==> src/rtl/csr_map_pkg.sv <==
// CSR window map and FSM encodings shared by the
// APB front-end and its address checker.
package csr_map_pkg;

    localparam logic [31:0] DEF_BASE_ADDR  = 32'hC0F16000;

    localparam logic [31:0] OFS_AXI_STAT   = 32'h0000_0000;
    localparam logic [31:0] OFS_APB_STAT   = 32'h0000_0004;
    localparam logic [31:0] OFS_SLV_CFG    = 32'h0000_0010;
    localparam logic [31:0] OFS_MST_CFG    = 32'h0000_0020;
    localparam logic [31:0] OFS_SAMPLE_CFG = 32'h0000_0B60;
    localparam logic [31:0] OFS_SAMPLE     = 32'h0000_0BAC;

    localparam logic [1:0] ST_IDLE   = 2'd0;
    localparam logic [1:0] ST_ACCESS = 2'd1;
    localparam logic [1:0] ST_STROBE = 2'd2;
    localparam logic [1:0] ST_RESP   = 2'd3;

endpackage

==> src/rtl/apb_csr_slave_if_if.sv <==
// APB4 completer-side bus bundle between the bridge
// master and the CSR front-end.
interface apb_csr_slave_if_if;
    import csr_map_pkg::*;

    logic        psel;
    logic        penable;
    logic        pwrite;
    logic [31:0] paddr;
    logic [31:0] pwdata;
    logic [3:0]  pstrb;
    logic        pready;
    logic [31:0] prdata;
    logic        pslverr;

    modport master (
        output psel, penable, pwrite, paddr, pwdata, pstrb,
        input  pready, prdata, pslverr
    );

    modport slave (
        input  psel, penable, pwrite, paddr, pwdata, pstrb,
        output pready, prdata, pslverr
    );

endinterface

==> src/rtl/csr_addr_check.sv <==
// Combinational legality check of a latched CSR access
// against the register map.
module csr_addr_check
    import csr_map_pkg::*;
(
    input  logic [31:0] offset,
    input  logic        pwrite,
    input  logic [3:0]  pstrb,
    output logic        legal,
    output logic        writable
);

    logic readable;
    logic aligned;

    assign aligned = (offset[1:0] == 2'b00);

    always_comb begin
        readable = 1'b0;
        writable = 1'b0;
        case (offset)
            OFS_AXI_STAT,
            OFS_APB_STAT,
            OFS_SAMPLE: begin
                readable = 1'b1;
            end
            OFS_SLV_CFG,
            OFS_MST_CFG,
            OFS_SAMPLE_CFG: begin
                readable = 1'b1;
                writable = 1'b1;
            end
            default: begin
                readable = 1'b0;
                writable = 1'b0;
            end
        endcase
    end

    // Writes must be full-word; read strobes do not affect legality.
    assign legal = aligned &
                   (pwrite ? (writable & (pstrb == 4'hF))
                           : readable);

endmodule

==> src/rtl/apb_csr_slave_if.sv <==
// APB4 completer front-end: turns APB transfers into single-shot
// wen/ren strobes for the CSR block and returns rdata/pslverr.
module apb_csr_slave_if
    import csr_map_pkg::*;
#(
    parameter logic [31:0] BASE_ADDR   = DEF_BASE_ADDR,
    parameter int unsigned WAIT_STATES = 1
) (
    input  logic                clk,
    input  logic                rst,
    apb_csr_slave_if_if.slave   apb,
    output logic                wen,
    output logic [31:0]         waddr,
    output logic [31:0]         wdata,
    output logic                ren,
    output logic [31:0]         raddr,
    input  logic [31:0]         rdata,
    output logic                prot_err
);

    localparam logic [3:0] WS = WAIT_STATES[3:0];

    logic [1:0]  state;
    logic [3:0]  cnt;
    logic [31:0] addr_q;
    logic [3:0]  strb_q;
    logic        wr_q;
    logic        pready_q;
    logic        pslverr_q;
    logic [31:0] prdata_q;
    logic [31:0] offset;
    logic        legal;
    logic        writable;
    logic        setup;
    logic        in_strobe;

    assign offset    = addr_q - BASE_ADDR;
    assign setup     = apb.psel & ~apb.penable;
    assign in_strobe = (state == ST_STROBE);

    csr_addr_check u_chk (
        .offset   (offset),
        .pwrite   (wr_q),
        .pstrb    (strb_q),
        .legal    (legal),
        .writable (writable)
    );

    // Moore strobes: one cycle in STROBE, mutually exclusive via wr_q.
    assign wen = in_strobe & wr_q & legal & writable;
    assign ren = in_strobe & ~wr_q & legal;

    assign apb.pready  = pready_q;
    assign apb.pslverr = pslverr_q;
    assign apb.prdata  = prdata_q;

    always_ff @(posedge clk or posedge rst) begin
        if (rst) begin
            state     <= ST_IDLE;
            cnt       <= '0;
            addr_q    <= '0;
            strb_q    <= '0;
            wr_q      <= 1'b0;
            pready_q  <= 1'b0;
            pslverr_q <= 1'b0;
            prdata_q  <= '0;
            waddr     <= '0;
            wdata     <= '0;
            raddr     <= '0;
            prot_err  <= 1'b0;
        end else begin
            pready_q  <= 1'b0;
            pslverr_q <= 1'b0;
            prot_err  <= 1'b0;
            case (state)
                ST_IDLE: begin
                    if (setup) begin
                        addr_q <= apb.paddr;
                        wr_q   <= apb.pwrite;
                        strb_q <= apb.pstrb;
                        cnt    <= WS;
                        state  <= ST_ACCESS;
                        if (apb.pwrite) begin
                            waddr <= apb.paddr;
                            wdata <= apb.pwdata;
                        end else begin
                            raddr    <= apb.paddr;
                            prot_err <= |apb.pstrb;
                        end
                    end
                end
                ST_ACCESS: begin
                    if (!(apb.psel && apb.penable)) begin
                        prot_err <= 1'b1;
                        state    <= ST_IDLE;
                    end else if (cnt != 4'd0) begin
                        cnt <= cnt - 4'd1;
                    end else begin
                        state <= ST_STROBE;
                    end
                end
                ST_STROBE: begin
                    pready_q  <= 1'b1;
                    pslverr_q <= ~legal;
                    if (!wr_q) begin
                        prdata_q <= legal ? rdata : 32'h0;
                    end
                    state <= ST_RESP;
                end
                ST_RESP: begin
                    // Master must hold psel until it sees pready.
                    if (!apb.psel) begin
                        prot_err <= 1'b1;
                    end
                    state <= ST_IDLE;
                end
                default: begin
                    state <= ST_IDLE;
                end
            endcase
        end
    end

endmodule

==> src/flat_wrapper.sv <==
// flat-port wrapper written by rule: the top's interface ports become plain ports
module apb_csr_slave_if_flat import csr_map_pkg::*;
#(
    parameter logic [31:0] BASE_ADDR   = DEF_BASE_ADDR,
    parameter int unsigned WAIT_STATES = 1
)
  (clk, rst, wen, waddr, wdata, ren, raddr, rdata, prot_err, apb_psel, apb_penable, apb_pwrite, apb_paddr, apb_pwdata, apb_pstrb, apb_pready, apb_prdata, apb_pslverr);
  apb_csr_slave_if_if apb_i ();
  input  logic clk;
  input  logic rst;
  output logic wen;
  output logic [31:0] waddr;
  output logic [31:0] wdata;
  output logic ren;
  output logic [31:0] raddr;
  input  logic [31:0] rdata;
  output logic prot_err;
  input wire logic [$bits(apb_i.psel)-1:0] apb_psel;
  input wire logic [$bits(apb_i.penable)-1:0] apb_penable;
  input wire logic [$bits(apb_i.pwrite)-1:0] apb_pwrite;
  input wire logic [$bits(apb_i.paddr)-1:0] apb_paddr;
  input wire logic [$bits(apb_i.pwdata)-1:0] apb_pwdata;
  input wire logic [$bits(apb_i.pstrb)-1:0] apb_pstrb;
  output wire logic [$bits(apb_i.pready)-1:0] apb_pready;
  output wire logic [$bits(apb_i.prdata)-1:0] apb_prdata;
  output wire logic [$bits(apb_i.pslverr)-1:0] apb_pslverr;
  assign apb_i.psel = apb_psel;
  assign apb_i.penable = apb_penable;
  assign apb_i.pwrite = apb_pwrite;
  assign apb_i.paddr = apb_paddr;
  assign apb_i.pwdata = apb_pwdata;
  assign apb_i.pstrb = apb_pstrb;
  assign apb_pready = apb_i.pready;
  assign apb_prdata = apb_i.prdata;
  assign apb_pslverr = apb_i.pslverr;
  apb_csr_slave_if #(.BASE_ADDR(BASE_ADDR), .WAIT_STATES(WAIT_STATES)) u_core (.clk(clk), .rst(rst), .apb(apb_i), .wen(wen), .waddr(waddr), .wdata(wdata), .ren(ren), .raddr(raddr), .rdata(rdata), .prot_err(prot_err));
endmodule
==> config.mk <==
export PLATFORM = sky130hd
export DESIGN_NAME = apb_csr_slave_if_flat
export DESIGN_NICKNAME = d
export VERILOG_FILES = /design/src/rtl/csr_map_pkg.sv /design/src/rtl/apb_csr_slave_if_if.sv /design/src/rtl/csr_addr_check.sv /design/src/rtl/apb_csr_slave_if.sv /design/src/flat_wrapper.sv
export SDC_FILE = /design/constraint.sdc
export NUM_CORES = 1
export LEC_CHECK = 0
export BUFFER_PORTS_ARGS = -buffer_cell sky130_fd_sc_hd__buf_4
export CELL_PAD_IN_SITES_DETAIL_PLACEMENT = 1
export CELL_PAD_IN_SITES_GLOBAL_PLACEMENT = 2
export CORE_ASPECT_RATIO = 0.7
export CORE_MARGIN = 3
export CORE_UTILIZATION = 35
export DETAILED_ROUTE_END_ITERATION = 8
export MAX_ROUTING_LAYER = met4
export PLACE_DENSITY = 0.84
export SLEW_MARGIN = 10
export SYNTH_ARGS = -nofsm -noshare
export SYNTH_HDL_FRONTEND = slang
export SYNTH_SLANG_ARGS = --single-unit
==> constraint.sdc <==
create_clock -name clk -period 7.8 [get_ports clk]
set_input_delay 0.78 -clock clk [delete_from_list [all_inputs] [get_ports clk]]
set_output_delay 0.78 -clock clk [all_outputs]
set_load 0.01 [all_outputs]
==> results_dict.tcl <==
set metrics [dict create \
    grt_pass1_vias 6106 \
    synth.avg_cell_area_um2 12.8 \
    cp_cell_sequence "ha_1, o21ai_0, nand2_1, nand2_1, mux2i_4, nand4_1, nor3_1, buf_4" \
    placed_cell_area_um2 9610 \
    area_growth_pct 34.7 \
    synth-simple-area-share_pct 12.2 \
    finalCritPeriodShare_pct 51.8 \
    tns_ns 0 \
    vias_per_cell 5.06 \
    hold_viol 0 \
    p_sw_mw 1.11 \
    power.leakage_nw 4.71 \
    layout_commonest_cell "buf_4" \
    clkTransAtPathRegs_ns 0.07 \
    diodes 0 \
    cp.depth 8 \
    cpMaxStageDelayCell "mux2i_4" \
    setup_viol 0 \
    rsz0062_at_grt "no" \
    grt_max_degree 66 \
    yosysSeqAreaShare_pct 57.5 \
    switching_share_pct 33.1 \
    route.detailed.drc 0 \
    yosysWarnings 0 \
    cp_num_buf_inv 1 \
    tightest_slew_ns 1.02 \
    power.share.clock_pct 25.7 \
    syn_area_um2 7570 \
    synth-xor-area-share_pct 0.793 \
    power_frac_comb_pct 32.5 \
    synthAdderAreaFrac_pct 0.496 \
    crit_start "u_core.addr_q[13]" \
    crit_required_ns 7.02 \
    max_stage_delay_ns 0.85 \
    crit_path_end_kind "output port" \
    grt_usage_pct 18.5 \
    cts_buffer_depth 2 \
    power_density_nw_per_um2 328 \
    drtPass1Iterations 4 \
    run_status "completed" \
    ys_ff_latch 174 \
    synth_flop_cell "dfrtp_1" \
    start_util_pct 36.1 \
    drt-wirelength-per-cell_um 18.9 \
    postSynthCellCount 594 \
    cts_max_level 4 \
    rr_worst_depth 7 \
    synth_top_family_by_area "multiplexers" \
    routabilityCongestion 0.817 \
    drv_cap 0 \
    numCtsBuffers 17 \
    rows 44 \
    power_mw 3.34 \
    routed_wl_mm 20.9 \
    cts_tree "built" \
    cts_root_buf "clkbuf_16" \
    whs_ns 0.379 \
    crit_top_cell "nand2_1" \
    coreArea_um2 21000 \
    hold_buffers 0 \
    drive_gt1_share_pct 52.9 \
    synth-compound-area-share_pct 6.44 \
    final_cell_area_um2 10200 \
    clkLatencyLatePin_ns 0.43 \
    slew_violations 0 \
    io_pins 238 \
    dp.final_hpwl_mm 15.5 \
    overflow 0 \
    path_delay_family "multiplexers" \
    die_h_um 129 \
    cts_resized 0 \
    max_freq_mhz 247 \
    hp-class "in2async" \
    mostFrequentLayoutCells "buf_4, dfrtp_1, mux2_2" \
    ir_drop_mv 0.137 \
    fin_skew_ns 0.0121 \
    cts_setup_buffers 0 \
    num_vias 5609 \
    io_buffers 237 \
    ant_nets 0 \
    clkSinkCount 174 \
    drtIter0Drc 191 \
    r2r-start "u_core.addr_q[13]" \
    die_area_um2 23500 \
    ys_async_sr_fraction_pct 100 \
    critical_path_peak_fanout 34 \
    start_kind "register" \
    synth_edf_count 0 \
    dieWidth_um 182 \
    grt_pass1_wl_mm 33.4 \
    critPathKind "reg2out" \
    synth_mux_area_share_pct 19.6 \
    cp.arrival_ns 3.26 \
    seqPwrFrac_pct 41.9 \
    period_minus_slack_ns 4.04 \
    synth_cell_types 53 \
    synth.net_count 702 \
    antenna_found_initial 0 \
    finalNetCount 928 \
    p_int_mw 2.24 \
    relSlewSlack_pct 30.7 \
]
## state kept, by name, indices dropped and copies added, names as in the netlist, 4 cells and up, named ones only
register,cells
u_core.addr_q,32
u_core.apb.prdata,32
u_core.raddr,32
u_core.waddr,32
u_core.wdata,32
u_core.cnt,4
u_core.strb_q,4
## metrics by stage
stage	std cells	setup WS, ns	utilization [%]
4_1_cts	1109	3.72	48.6
3_5_place_dp	1077	4.18	45.8
3_3_place_gp	1077	4.38	45.8
2_1_floorplan	594	2.30	-
5_1_grt	1109	3.49	48.6
6_report	1109	3.76	48.6
## cell usage after synthesis (all sizes together), types with 2 or more instances
master	count	share of area (%)
xnor2	3	0.45
nand4	36	3.2
mux2	129	19
o21ai	46	4.1
nor2	11	0.55
dfrtp	174	57
mux2i	3	0.45
nor3	5	0.40
nor2b	3	0.25
buf	24	1.8
nor4b	3	0.35
nand3	6	0.40
ha	3	0.50
a31oi	3	0.25
o21a	2	0.20
inv	9	0.45
o2111ai	2	0.23
a21oi	6	0.40
or3	3	0.31
clkbuf	14	0.69
and3	34	2.8
xor2	3	0.35
nand2b	3	0.25
nor4	5	0.61
nor3b	4	0.46
nand2	45	2.2
## worst paths after layout
check,slack [ns],to
min in group clk,0.49,u_core.apb.prdata[2]
min reg2reg,0.49,u_core.apb.prdata[2]
max in group asynchronous,6.16,u_core.apb.pready
max,3.76,wen
min,0.38,u_core.waddr[10]
max reg2reg,5.12,u_core.apb.prdata[1]
## layer usage
layer  wire length, µm  track usage, %
met1              9770            24.5
met2              9510            27.6
met3              1420            6.06
met4               216            4.48
met5                 0               -
## power by group through the flow
stage | combinational, mW | clock, mW | sequential [mW]
2_1_floorplan | 0.440 | 0 | 1.49
3_3_place_gp | 1.07 | 0 | 1.40
3_5_place_dp | 1.10 | 0 | 1.42
4_1_cts | 1.11 | 0.885 | 1.41
5_1_grt | 1.18 | 0.936 | 1.45
6_report | 1.09 | 0.858 | 1.40
## cell type report
cell class / count / area (µm²)
multi-input cells: 373 / 3030
well taps: 276 / 345
clock buffers: 18 / 429
fillers: 2203 / 10800
clock inverters: 14 / 168
flip-flops and latches: 174 / 4350
inverters: 9 / 38.8
repair buffers: 245 / 1840
## kinds of logic after synthesis
family          count (synthesis)
compound gates                 70
xor+xnor                        6
buf+inv                        47
fa+ha+maj                       3
mux                           132
flops                         174
simple gates                  162
Note: power is estimated with default switching activity, not from simulation.
